### config.mk
export PLATFORM = sky130hd
export DESIGN_NAME = frame_mem_arbiter
export DESIGN_NICKNAME = d
export VERILOG_FILES = /design/src/rtl/frame_mem_arbiter.sv
export SDC_FILE = /design/constraint.sdc
export NUM_CORES = 1
export LEC_CHECK = 0
export CORE_ASPECT_RATIO = 1.75
export CORE_MARGIN = 2
export CORE_UTILIZATION = 24
export CTS_CLUSTER_DIAMETER = 60
export DETAILED_ROUTE_END_ITERATION = 16
export PLACE_DENSITY = 0.87
export SKIP_LAST_GASP = 1
export SYNTH_ARGS = -nofsm -noshare
export SYNTH_HDL_FRONTEND = slang
export SYNTH_SLANG_ARGS = --single-unit
### constraint.sdc
create_clock -name clk -period 2 [get_ports clk]
set_input_delay 0.3 -clock clk [delete_from_list [all_inputs] [get_ports clk]]
set_output_delay 0.3 -clock clk [all_outputs]
set_load 0.01 [all_outputs]
### src/rtl/frame_mem_arbiter.sv
// Arbiter in front of the single-port frame memory: the video fetcher (port 0) has priority,
// and the host/sprite port (port 1) is forced a slot after MAX_WAIT consecutive denials.
module frame_mem_arbiter #(
    parameter int ADDR_W    = 19,
    parameter int DATA_W    = 8,
    parameter int MEM_DEPTH = 400000,
    parameter int MAX_WAIT  = 4
) (
    input  logic              clk,
    input  logic              reset,
    input  logic [ADDR_W-1:0] m0_address,
    input  logic              m0_read,
    output logic              m0_waitrequest,
    output logic [DATA_W-1:0] m0_readdata,
    output logic              m0_readdatavalid,
    input  logic [ADDR_W-1:0] m1_address,
    input  logic              m1_read,
    input  logic              m1_write,
    input  logic [DATA_W-1:0] m1_writedata,
    output logic              m1_waitrequest,
    output logic [DATA_W-1:0] m1_readdata,
    output logic              m1_readdatavalid,
    output logic [ADDR_W-1:0] mem_address,
    output logic              mem_chipselect,
    output logic              mem_write,
    output logic [DATA_W-1:0] mem_writedata,
    input  logic [DATA_W-1:0] mem_readdata
);
    localparam int CNT_W = $clog2(MAX_WAIT + 1);
    localparam logic [CNT_W-1:0]  WAIT_MAX = CNT_W'(MAX_WAIT);
    localparam logic [ADDR_W:0]   DEPTH    = (ADDR_W + 1)'(MEM_DEPTH);

    logic              req0;
    logic              req1;
    logic              grant0;
    logic              grant1;
    logic              in_range;
    logic [ADDR_W-1:0] sel_addr;
    logic [CNT_W-1:0]  wait_cnt;
    logic              rd_pend0;
    logic              rd_pend1;
    logic              oor_q;

    assign req0 = m0_read;
    assign req1 = m1_read | m1_write;

    assign grant1 = ~reset & req1 & (~req0 | (wait_cnt == WAIT_MAX));
    assign grant0 = ~reset & req0 & ~grant1;

    assign m0_waitrequest = req0 & ~grant0;
    assign m1_waitrequest = req1 & ~grant1;

    assign sel_addr = grant1 ? m1_address : m0_address;
    assign in_range = ({1'b0, sel_addr} < DEPTH);

    assign mem_address    = sel_addr;
    assign mem_chipselect = (grant0 | grant1) & in_range;
    assign mem_write      = grant1 & m1_write & in_range;
    assign mem_writedata  = m1_writedata;

    // An out-of-range read was never issued to memory, so its return slot is forced to zero.
    assign m0_readdata      = oor_q ? '0 : mem_readdata;
    assign m1_readdata      = oor_q ? '0 : mem_readdata;
    assign m0_readdatavalid = rd_pend0;
    assign m1_readdatavalid = rd_pend1;

    always_ff @(posedge clk) begin
        if (reset) begin
            wait_cnt <= '0;
            rd_pend0 <= 1'b0;
            rd_pend1 <= 1'b0;
            oor_q    <= 1'b0;
        end else begin
            if (~req1 | grant1)
                wait_cnt <= '0;
            else if (wait_cnt != WAIT_MAX)
                wait_cnt <= wait_cnt + CNT_W'(1);
            rd_pend0 <= grant0;
            rd_pend1 <= grant1 & m1_read & ~m1_write;
            oor_q    <= (grant0 | grant1) & ~in_range;
        end
    end
endmodule

==> results.yml <==
clock_network:
  cts_tree: "yes"
  path_clk_slew_ns: 0.04
  numCtsBuffers: 3
  clock_latency_ns: 0.22
  cts.sinks: 6
  cts_root_buffer: "clkbuf_8"
  cts-htree-levels: 1
  clockBufferDepth: 2
grt:
  overflow: 0
  grt_pass1_wl_mm: 5.24
  grt_max_degree: 9
  antenna_found_initial: 0
  grt_pass1_vias: 1204
  grt_usage: 0.199
setup_path:
  crit_family: "buffers and inverters"
  start_kind: "flop"
  worstPathArrival_ns: 1.84
  path_buf_inv: 5
  rrSetupSlack_ns: 0.20
  worstSetupStartpoint: "wait_cnt[1]"
  crit_path_top_delay_cell: "dfxtp_2"
  crit_path_end_kind: "primary output"
  path_class: "flop to primary output"
  slowest_delay_ns: 0.32
  crit_top_cell: "buf_6"
  crit_chain: "inv_2, ha_4, nand2_4, a211oi_4, buf_6, buf_12, buf_16, mux2_4, buf_6"
  crit_required_ns: 1.70
  r2r_start: "wait_cnt[0]"
  crit_fanout: 5
flow_run:
  drv_cap: 0
placed_design:
  place_ws_ns: -0.545
  dp_cells: 215
  io_buffers: 91
  placed_cell_area_um2: 1690
  place_congestion: 0.778
  dpl.hpwl_mm: 2.50
floorplanning:
  initial_core_util: 0.246
  rows: 27
  die_x_um: 46.4
  core-area_um2: 3070
  dieArea_um2: 3630
  fp.dieH_um: 78.2
  num_io_pins: 108
sta:
  finalMaxSlewViolations: 0
  worst_pin_slew_ns: 0.388
  min_period_ns: 2.14
  hold_violations: 0
  finalSetupViolations: 21
  layout_setup_ws_ns: -0.142
  slew_headroom: 0.739
  rsz0062_at_grt: "yes"
  fin_skew_ns: 0.00232
  clock.fmax_ghz: 0.467
  period_share: 1.07
synthesis:
  async_reset_ff_frac: 0
  netlist_area_um2: 756
  yosysUniqueCellTypes: 27
  ys_seq_elements: 6
  yosysSeqAreaShare: 0.159
  yosys_warnings: 0
  synth_ff_type: "dfxtp_1"
  syn_nets: 147
  synth.avg_cell_area_um2: 8.79
  synth_edf_count: 0
  syn_inst: 86
pwr:
  powerDensity_nw_per_um2: 370
  p_leak_nw: 0.877
  ir_drop_uv: 352
  fin_total_pwr_w: 0.000744
routing:
  drc: 0
  wire_per_inst_um: 14.8
  avgViaCountPerCell: 4.60
  drt_iter0_markers: 12
  routed_wl_mm: 3.41
  ant_nets: 0
  first_pass_iters: 4
  num_vias: 1058
final_layout:
  fill_cells: 215
  antenna_cells: 0
  finalInstanceArea_um2: 2010
  area.growth.synth_to_final_pct: 166
  layoutNonFillerInstCount: 230
  fin_nets: 250
  final_common_cell: "clkdlybuf4s50_1"
  layout_common_cells: "65 x clkdlybuf4s50_1, 23 x buf_6, 19 x mux2_4"
  drive_above_1_share: 0.433
run_status:
  violations: "setup timing"
  status: "finished with violations"
worst_hold_path:
  worstHoldStart: "wait_cnt[0]"
  hp-class: "flop to flop"
cells by family (layout without fill, tap and decap cells):
family | Yosys count | in the layout | synth area share
and+or+nand+nor | 28 | 28 | 0.204
muxes | 19 | 19 | 0.283
AOI/OAI and AO/OA | 10 | 10 | 0.111
DFF | 6 | 6 | 0.159
buffers and inverters | 20 | 121 | 0.199
xor gates and xnor gates | 1 | 1 | 0.0116
adders and majority gates | 2 | 2 | 0.0331
cell usage after synthesis (3+ instances only):
library cell  instances  area share
nand2_1               3       0.015
dfxtp_1               6        0.16
nor2b_1               8       0.066
mux2_2               17        0.25
nor3_1                3       0.020
buf_4                16        0.16
nor2_1                6       0.030
power breakdown:
part | internal, W | switching (W) | total (W) | leakage (nW)
clock network | 0.000129 | 0.0000528 | 0.000182 | 0.0216
registers | 0.000125 | 0.00000352 | 0.000128 | 0.0495
logic | 0.000290 | 0.000144 | 0.000434 | 0.806
state kept, by name, summed over array words and instances, names as in the netlist:
register / cells
m1_readdatavalid: 1
wait_cnt: 3
oor_q: 1
m0_readdatavalid: 1
worst register-to-register path: cells and delay by family (launching register included):
kind / cells / cell delay (ns)
compound gates: 2 / 0.25
flops: 1 / 0.34
simple gates: 2 / 0.25
fa+ha+maj: 1 / 0.16
buf+inv: 6 / 0.69
stage by stage:
step,util,hold slack [ns],TNS (ns)
5_1_grt,0.654,0.572,-3.41
3_3_place_gp,0.549,0.493,-9.23
6_report,0.654,0.554,-2.04
2_1_floorplan,-,0.417,0
4_1_cts,0.656,0.553,-2.04
3_5_place_dp,0.549,0.527,-10.10
what timing repair did:
item,CTS,global route
endpoints found under the hold margin,0,0
hold buffers,0,0
resized for setup,146,3
setup buffers,9,3
gates cloned,3,0
pin swaps,3,0
setup endpoints to repair,23,22
final timing paths:
| path | cells after the start | end |
|---|---|---|
| max | 9 | mem_address[12] |
| min reg2reg | 2 | wait_cnt[0] |
| min | 2 | wait_cnt[0] |
| max reg2reg | 11 | oor_q |
cell type report:
class / instances / area, um2 / area share
multi-input cells: 60 / 596 / 0.296
well taps: 43 / 53.8 / 0.0268
flip-flops and latches: 6 / 121 / 0.0604
clock buffers: 3 / 41.3 / 0.0205
repair buffers: 116 / 1190 / 0.592
inverters: 2 / 7.51 / 0.00374
metal layers:
metal / vias up / wire length, um / GRT usage
li1: 490 / - / -
met1: 462 / 1050 / 0.173
met2: 93 / 1870 / 0.372
met3: 13 / 374 / 0.0483
met4: 0 / 121 / 0.114
met5: - / 0 / 0
(Power assumes the default switching activity.)
